### src/rtl/seq_detector_param.sv
// Parametrised serial pattern detector with KMP-style prefix tracking and a saturating match counter.
// Optional macro SEQ_DET_MEALY_OUT_EN: combinational (Mealy) z instead of the registered (Moore) z.
module seq_detector_param #(
    parameter int unsigned            PATTERN_LEN = 4,
    parameter logic [PATTERN_LEN-1:0] PATTERN     = 4'b1101,
    parameter bit                     OVERLAP     = 1'b1,
    parameter int unsigned            CNT_W       = 8,
    parameter int unsigned            ST_W        = $clog2(PATTERN_LEN + 1)
) (
    input  logic             clk,
    input  logic             reset,
    input  logic             en,
    input  logic             clr,
    input  logic             a,
    output logic [ST_W-1:0]  y,
    output logic             z,
    output logic [CNT_W-1:0] match_cnt
);

    localparam int unsigned     NROWS = 1 << ST_W;
    localparam logic [ST_W-1:0] LEN_S = ST_W'(PATTERN_LEN);

    // Pattern bit in arrival order: index 0 is the first bit received.
    function automatic logic pat_bit(input int unsigned t);
        logic [PATTERN_LEN-1:0] v;
        v = PATTERN >> (PATTERN_LEN - 1 - t);
        return v[0];
    endfunction

    // Longest prefix of the pattern that is a suffix of (first k pattern bits, b).
    function automatic logic [ST_W-1:0] kmp_next(input int unsigned k, input logic b);
        int unsigned best;
        logic        ok;
        logic        sb;
        best = 0;
        for (int unsigned j = 1; j <= PATTERN_LEN; j++) begin
            if (j <= k + 1) begin
                ok = 1'b1;
                for (int unsigned t = 0; t < PATTERN_LEN; t++) begin
                    if (t < j) begin
                        sb = ((k + 1 - j + t) == k) ? b : pat_bit(k + 1 - j + t);
                        if (sb != pat_bit(t)) ok = 1'b0;
                    end
                end
                if (ok) best = j;
            end
        end
        return ST_W'(best);
    endfunction

    logic [ST_W-1:0] nxt0 [NROWS];
    logic [ST_W-1:0] nxt1 [NROWS];

    // Row LEN folds in the overlap policy; unreachable rows fall back to state 0.
    for (genvar k = 0; k < NROWS; k++) begin : g_row
        localparam int unsigned SRC = (k == PATTERN_LEN) ? (OVERLAP ? PATTERN_LEN : 0)
                                    : ((k < PATTERN_LEN) ? k : 0);
        localparam logic [ST_W-1:0] N0 = kmp_next(SRC, 1'b0);
        localparam logic [ST_W-1:0] N1 = kmp_next(SRC, 1'b1);
        assign nxt0[k] = N0;
        assign nxt1[k] = N1;
    end

    logic [ST_W-1:0] nxt;
    logic            hit;

    always_comb begin
        nxt = a ? nxt1[y] : nxt0[y];
        hit = (nxt == LEN_S);
    end

    always_ff @(posedge clk or posedge reset) begin
        if (reset) begin
            y         <= '0;
            match_cnt <= '0;
`ifndef SEQ_DET_MEALY_OUT_EN
            z         <= 1'b0;
`endif
        end else if (clr) begin
            y         <= '0;
            match_cnt <= '0;
`ifndef SEQ_DET_MEALY_OUT_EN
            z         <= 1'b0;
`endif
        end else begin
`ifndef SEQ_DET_MEALY_OUT_EN
            z <= en & hit;
`endif
            if (en) begin
                y <= nxt;
                if (hit && (match_cnt != '1)) match_cnt <= match_cnt + 1'b1;
            end
        end
    end

`ifdef SEQ_DET_MEALY_OUT_EN
    assign z = en & ~clr & hit;
`endif

endmodule

### config.mk
export PLATFORM = sky130hd
export DESIGN_NAME = seq_detector_param
export DESIGN_NICKNAME = d
export VERILOG_FILES = /design/src/rtl/seq_detector_param.sv
export SDC_FILE = /design/constraint.sdc
export NUM_CORES = 1
export LEC_CHECK = 0
export CORE_MARGIN = 5
export CORE_UTILIZATION = 47
export DETAILED_ROUTE_END_ITERATION = 6
export GPL_TIMING_DRIVEN = 0
export PLACE_DENSITY = 0.85
export SLEW_MARGIN = 20
export SYNTH_ARGS = -nofsm -noshare
export SYNTH_HDL_FRONTEND = slang
export SYNTH_SLANG_ARGS = --single-unit
### constraint.sdc
create_clock -name clk -period 1.89 [get_ports clk]
set_clock_uncertainty 0.05 [all_clocks]
set_input_delay 0.2835 -clock clk [delete_from_list [all_inputs] [get_ports clk]]
set_output_delay 0.2835 -clock clk [all_outputs]
set_load 0.005 [all_outputs]
==> qor.csv, run 1 <==
metric,value,unit
DR iter-0 viols,14,
via count,623,
Crit path required time,2.03,ns
max capacitance violation total,0,
Syn Inst Count,74,
Async SR Flop Fraction,100.0,%
die width,49.02,µm
Worst slew margin,69.56,%
Yosys top cell area share,41.96,%
period utilisation layout,97.38,%
"Seq/Total Area, Yosys",41.96,%
top-count cell post-synth,dfrtp_1,
drt wl/cell,13.79,µm
Mapped Area,715.7,µm²
share of cells above drive strength 1,18.95,%
Synth area leaders,"dfrtp_1, ha_1, or3_1",
Cell variety after synth,28,
post-synth top area cell,dfrtp_1,
Pwr Total,0.4918,mW
drc violations,0,
area delta synth->final,35.31,%
met3 WL,71,µm
syn nets,84,
GRT overflow,0,
Reg-to-Reg Start,y[0]$_DFFE_PP0P_,
Initial Util,48.64,%
min Tclk post-route,1.840,ns
Die Y,49.02,µm
Nets,107,
met2 WL post-DR,721,µm
die area,2403,µm²
Crit path max-delay family,simple AND/OR/NAND/NOR gates,
run status,"complete, no violations",
CP max stage cell,or4_4,
leak pwr,0.3976,nW
vias per inst,5.613,
first-pass GRT wire length,2546,µm
GRT Util Overall,12.97,%
Worst Setup End Kind,flip-flop,
initial antenna violation count,0,
Post-synth EDFFs,0,
synth warn,0,
Final Cell Area,968.4,µm²
CTS buffer count,3,
"Primary FF master, synth",dfrtp_1,
VDD IR max,0.3602,mV
clock slew at reported path FFs,0.07,ns
IO Count,17,
CP Cell Sequence,inv_2 -> ha_1 -> nor3b_4 -> nand2_2 -> or4_4 -> a21oi_2,
final setup vio count,0,
r2r worst-path depth,6,
Final Hold Vio Count,0,
crit-path max FO,4,
# hold bufs at CTS,0,
crit start category,flip-flop,
Final ANT Viol Nets,0,
First-pass DRT Iterations,5,
met1 WL,712,µm
Synth top cells by count,"dfrtp_1, a21oi_1, nand2_1, nor2_1",
"FF+latch count, synth",12,
H-tree levels,1,
Slew @ Worst Pin,0.4561,ns
Core Box Area,1471,µm²
Detailed Route WL,1531,µm
placer congestion estimate,0.7663,
placed cell area,895.9,µm²
port bufs,16,
Crit path largest cell delay,0.52,ns
Final HPWL DP,1117,µm
Root Driver,clkbuf_4,
crit path DAT,1.99,ns
Final Max Tran Viols,0,
hold crit path type,in2async,
Clock Latency Late Sink,0.27,ns
critical setup path kind,reg2reg,
CTS Sinks,12,
antenna cells,0,
std cell rows,14,
Max Fclk,0.5434,GHz
Max Root-Sink Buffers,2,
Power Density,507.8,nW/µm²
CTS tree,done,
number of global-route vias before repair,620,
largest net degree at the start of global routing,13,
Mean Syn Cell Area,9.671,µm²
FF-to-FF setup slack,0.05,ns
DR top layer,met4,
crit path buf inv count,1,
hold slack,0.2717,ns
r2r endpoint,match_cnt[3]$_DFFE_PP0P_,
placed cells by master, fill, tap and decap left out, drive strengths merged, types with 2 or more instances in the layout:
| cell type | synthesis | routed |
|---|---|---|
| clkdlybuf4s50 | 0 | 16 |
| dfrtp | 12 | 12 |
| nor2 | 6 | 6 |
| nand2 | 6 | 6 |
| a21oi | 6 | 6 |
| or3 | 5 | 5 |
| ha | 5 | 5 |
| inv | 5 | 5 |
| o31ai | 4 | 4 |
| clkbuf | 1 | 4 |
| buf | 2 | 4 |
| nand4 | 2 | 2 |
| o21ai | 2 | 2 |
| mux2i | 2 | 2 |
| a211oi | 2 | 2 |
| nor3b | 2 | 2 |
| or4 | 2 | 2 |
logic make-up (layout without fill, tap and decap cells):
group | count (synthesis) | in the layout | synth area share, %
adders and majority gates | 5 | 5 | 8.741
xor gates and xnor gates | 1 | 1 | 1.224
DFF | 12 | 12 | 41.96
buffers and inverters | 8 | 29 | 5.419
muxes | 3 | 3 | 4.371
and+or+nand+nor | 28 | 28 | 22.90
AOI/OAI and AO/OA | 17 | 17 | 15.39
power by group:
group          total (mW)  internal [mW]  switching (mW)
sequential          0.263          0.260         0.00305
clock               0.153         0.0736          0.0794
combinational      0.0758         0.0386          0.0372
total               0.492          0.372           0.120
through the flow:
stage / util [%] / TNS (ns) / setup WS [ns] / cells
3_3_place_gp: 60.88 / -0.4356 / -0.1191 / 106
4_1_cts: 63.86 / 0 / 0.01041 / 111
2_1_floorplan: - / 0 / 0.1027 / 74
5_1_grt: 65.82 / -0.02510 / -0.02510 / 111
6_report: 65.82 / 0 / 0.04959 / 111
3_5_place_dp: 60.88 / -0.5696 / -0.1367 / 106
worst reg2reg max path, delay by kind of cell (launching register included):
kind,cells,cell delay [ns]
AOI/OAI and AO/OA,1,0.14
adders and majority gates,1,0.24
buffers and inverters,1,0.08
DFF,1,0.39
and+or+nand+nor,3,0.87
registers in the layout (all words and copies together) (netlist names):
name / cells
match_cnt: 8
y: 3
z: 1
per-layer routing:
layer,GRT usage (%),vias to the layer above
li1,-,304
met1,15.31,296
met2,22.61,19
met3,1.835,4
met4,6.278,0
met5,0,-
final cells by class:
cell class              instances  area (µm²)
multi-input cells              54       405.4
inverters                       5       18.77
fillers                       128       503.0
flip-flops and latches         12       300.3
repair buffers                 18       175.2
clock buffers                   3       22.52
plain buffers                   3       26.28
well taps                      16       20.02
worst max path at each step:
stage	endpoint	cells past startpoint	slack, ns	from
final	match_cnt[3]$_DFFE_PP0P_	6	0.05	y[0]$_DFFE_PP0P_
after global routing	match_cnt[3]$_DFFE_PP0P_	6	-0.03	y[0]$_DFFE_PP0P_
after CTS	match_cnt[0]$_DFFE_PP0P_	7	0.01	y[0]$_DFFE_PP0P_
after detailed placement	match_cnt[0]$_DFFE_PP0P_	6	-0.14	en
after global placement	match_cnt[0]$_DFFE_PP0P_	6	-0.12	en
after floorplan	match_cnt[0]$_DFFE_PP0P_	7	0.10	y[0]$_DFFE_PP0P_
timing repair:
| action | CTS | global route |
|---|---|---|
| pin swaps | 6 | 3 |
| endpoints found under the setup margin | 6 | 5 |
| buffers inserted | 2 | 0 |
| cloned | 0 | 0 |
| resized for setup | 3 | 6 |
No activity file was read; power rests on OpenSTA's default activity.
==> run 2: changes to the inputs <==
--- a/config.mk
+++ b/config.mk
@@ -5,11 +5,12 @@
 export SDC_FILE = /design/constraint.sdc
 export NUM_CORES = 1
 export LEC_CHECK = 0
+export ABC_AREA = 0
 export CORE_MARGIN = 5
 export CORE_UTILIZATION = 47
 export DETAILED_ROUTE_END_ITERATION = 6
 export GPL_TIMING_DRIVEN = 0
-export PLACE_DENSITY = 0.85
+export PLACE_DENSITY = 0.77
 export SLEW_MARGIN = 20
 export SYNTH_ARGS = -nofsm -noshare
 export SYNTH_HDL_FRONTEND = slang
==> run 2 against run 1 <==
Total power increased by 1.9%. Largest power group unchanged. Clock-buffer cell count unchanged. Largest cell class unchanged. Clock power increased by 5%. Wire length increased by 3.7%. First-iteration DRC count decreased by 100%. Global-route usage increased by 0.43 points. Sequential power about the same. Register-to-register slack improved by 0.04 ns.
==> qor.csv, run 2 (synthesis gave the netlist of run 1 again) <==
metric,value,unit,change
final setup vio count,0,,unchanged
leak pwr,0.4019,nW,was 0.3976 nW
Worst slew margin,67.19,%,was 69.56%
initial antenna violation count,0,,unchanged
run status,"complete, no violations",,unchanged
First-pass DRT Iterations,1,,was 5
CTS tree,done,,unchanged
GRT overflow,0,,unchanged
Pwr Total,0.5013,mW,was 0.4918 mW
CTS Sinks,12,,unchanged
FF/Latch Area,300.3,µm²,unchanged
VDD IR max,0.3613,mV,was 0.3602 mV
drt wl/cell,14.18,µm,was 13.79 µm
min Tclk post-route,1.796,ns,was 1.840 ns
Initial Util,48.64,%,unchanged
Final ANT Viol Nets,0,,unchanged
critical setup path kind,reg2reg,,unchanged
via count,629,,was 623
vias per inst,5.616,,was 5.613
Clock Latency Late Sink,0.27,ns,about the same
Crit path required time,2.04,ns,was 2.03 ns
Final Max Tran Viols,0,,unchanged
"commonest non-fill, non-tap cell in the layout",clkdlybuf4s50_1,,unchanged
most frequent cells in the layout,"clkdlybuf4s50_1, dfrtp_1, nor2_1",,unchanged
Nets,108,,was 107
share of cells above drive strength 1,19.79,%,was 18.95%
Max Root-Sink Buffers,2,,unchanged
Reg-to-Reg Start,y[0]$_DFFE_PP0P_,,unchanged
Slew @ Worst Pin,0.4922,ns,was 0.4561 ns
Worst Setup SP,y[0]$_DFFE_PP0P_,,unchanged
drc violations,0,,unchanged
crit path buf inv count,1,,unchanged
hold crit path type,in2async,,unchanged
Max Fclk,0.5567,GHz,was 0.5434 GHz
Root Driver,clkbuf_4,,unchanged
die width,49.02,µm,unchanged
largest registers,"match_cnt: 8 flops, y: 3 flops, z: 1 flops",,unchanged
Final HPWL DP,1121,µm,was 1117 µm
area of the multi-input gates,405.4,µm²,unchanged
CP max stage cell,or4_4,,unchanged
area delta synth->final,36.36,%,was 35.31%
crit start category,flip-flop,,unchanged
Die Y,49.02,µm,unchanged
DR iter-0 viols,0,,was 14
Detailed Route WL,1588,µm,was 1531 µm
clock slew at reported path FFs,0.07,ns,about the same
IO Count,17,,unchanged
std cell rows,14,,unchanged
CP Cell Sequence,inv_2 -> ha_4 -> nor3b_4 -> nand2_2 -> or4_4 -> a21oi_2,,was inv_2 -> ha_1 -> nor3b_4 -> nand2_2 -> or4_4 -> a21oi_2
crit path DAT,1.95,ns,was 1.99 ns
Power Density,513.7,nW/µm²,was 507.8 nW/µm²
max capacitance violation total,0,,unchanged
period utilisation layout,95.05,%,was 97.38%
setup TNS,0,ns,unchanged
GRT Util Overall,13.39,%,was 12.97%
flip-flop count of the largest register after layout,8,,unchanged
crit-path max FO,4,,unchanged
Crit path max-delay family,simple AND/OR/NAND/NOR gates,,unchanged
Final Hold Vio Count,0,,unchanged
die area,2403,µm²,unchanged
Core Box Area,1471,µm²,unchanged
antenna cells,0,,unchanged
largest net degree at the start of global routing,13,,unchanged
Reg with most FFs,match_cnt,,unchanged
number of fill cells,129,,was 128
port bufs,16,,unchanged
number of global-route vias before repair,590,,was 620
Crit path largest cell delay,0.52,ns,about the same
first-pass GRT wire length,2601,µm,was 2546 µm
placer congestion estimate,0.7524,,was 0.7663
unrepaired setup endpoints after global routing,no,,
Worst Setup End Kind,flip-flop,,unchanged
H-tree levels,1,,unchanged
CTS buffer count,3,,unchanged
## run 2: worst reg2reg max path, cell delays in order, from the launching register on
cell and delay [ns]:
dfrtp_1 0.40, inv_2 0.10, ha_4 0.22, nor3b_4 0.21
nand2_2 0.11, or4_4 0.52, a21oi_2 0.13
## run 2: repair_timing
| action | 4_1_cts | 5_1_grt |
|---|---|---|
| gates cloned | 0 | 0 |
| setup endpoints to repair | 4 | 6 |
| setup buffers | 2 | 1 |
| resized for setup | 0 | 10 |
| hold buffers | 0 | 0 |
| pin swaps | 0 | 5 |
## run 2: worst paths after layout
path / slack, ns / cells after the start / endpoint
min in group clk: 0.53 / 2 / match_cnt[7]$_DFFE_PP0P_
min: 0.26 / 2 / match_cnt[1]$_DFFE_PP0P_
max: 0.09 / 6 / match_cnt[3]$_DFFE_PP0P_
max reg2reg: 0.09 / 6 / match_cnt[3]$_DFFE_PP0P_
max in group asynchronous: 1.22 / 2 / match_cnt[7]$_DFFE_PP0P_
min reg2reg: 0.53 / 2 / match_cnt[7]$_DFFE_PP0P_
## run 2: layout make-up
cell class                      instances  area share, %
Multi-Input combinational cell         54          41.54
Sequential cell                        12          30.77
Timing Repair Buffer                   19          18.72
Buffer                                  3          2.692
Clock buffer                            3          2.308
Tap cell                               16          2.051
Inverter                                5          1.923
## run 2: per-stage QoR
stage	instance area, µm²	worst slack [ns]	cells	hold slack (ns)	utilization, %
6_report	975.9	0.09359	112	0.2604	66.33
4_1_cts	933.4	0.007591	111	0.2806	63.44
2_1_floorplan	715.7	0.1027	74	0.09820	-
5_1_grt	975.9	0.007762	112	0.3047	66.33
3_3_place_gp	895.9	-0.1070	106	0.5069	60.88
3_5_place_dp	895.9	-0.1153	106	0.5190	60.88
## run 2: metal layers
metal	vias to the layer above	track usage, %	share of wire, %	routed length [µm]
li1	309	-	-	-
met1	307	15.44	44	695
met2	10	24.35	51	817
met3	3	2.752	3.6	57
met4	0	4.036	1.1	17
met5	-	0	0	0
## run 2: power by group
group / total, mW / internal, mW / switching [mW]
clock network: 0.160 / 0.0739 / 0.0863
logic: 0.0786 / 0.0403 / 0.0383
registers: 0.263 / 0.260 / 0.00271
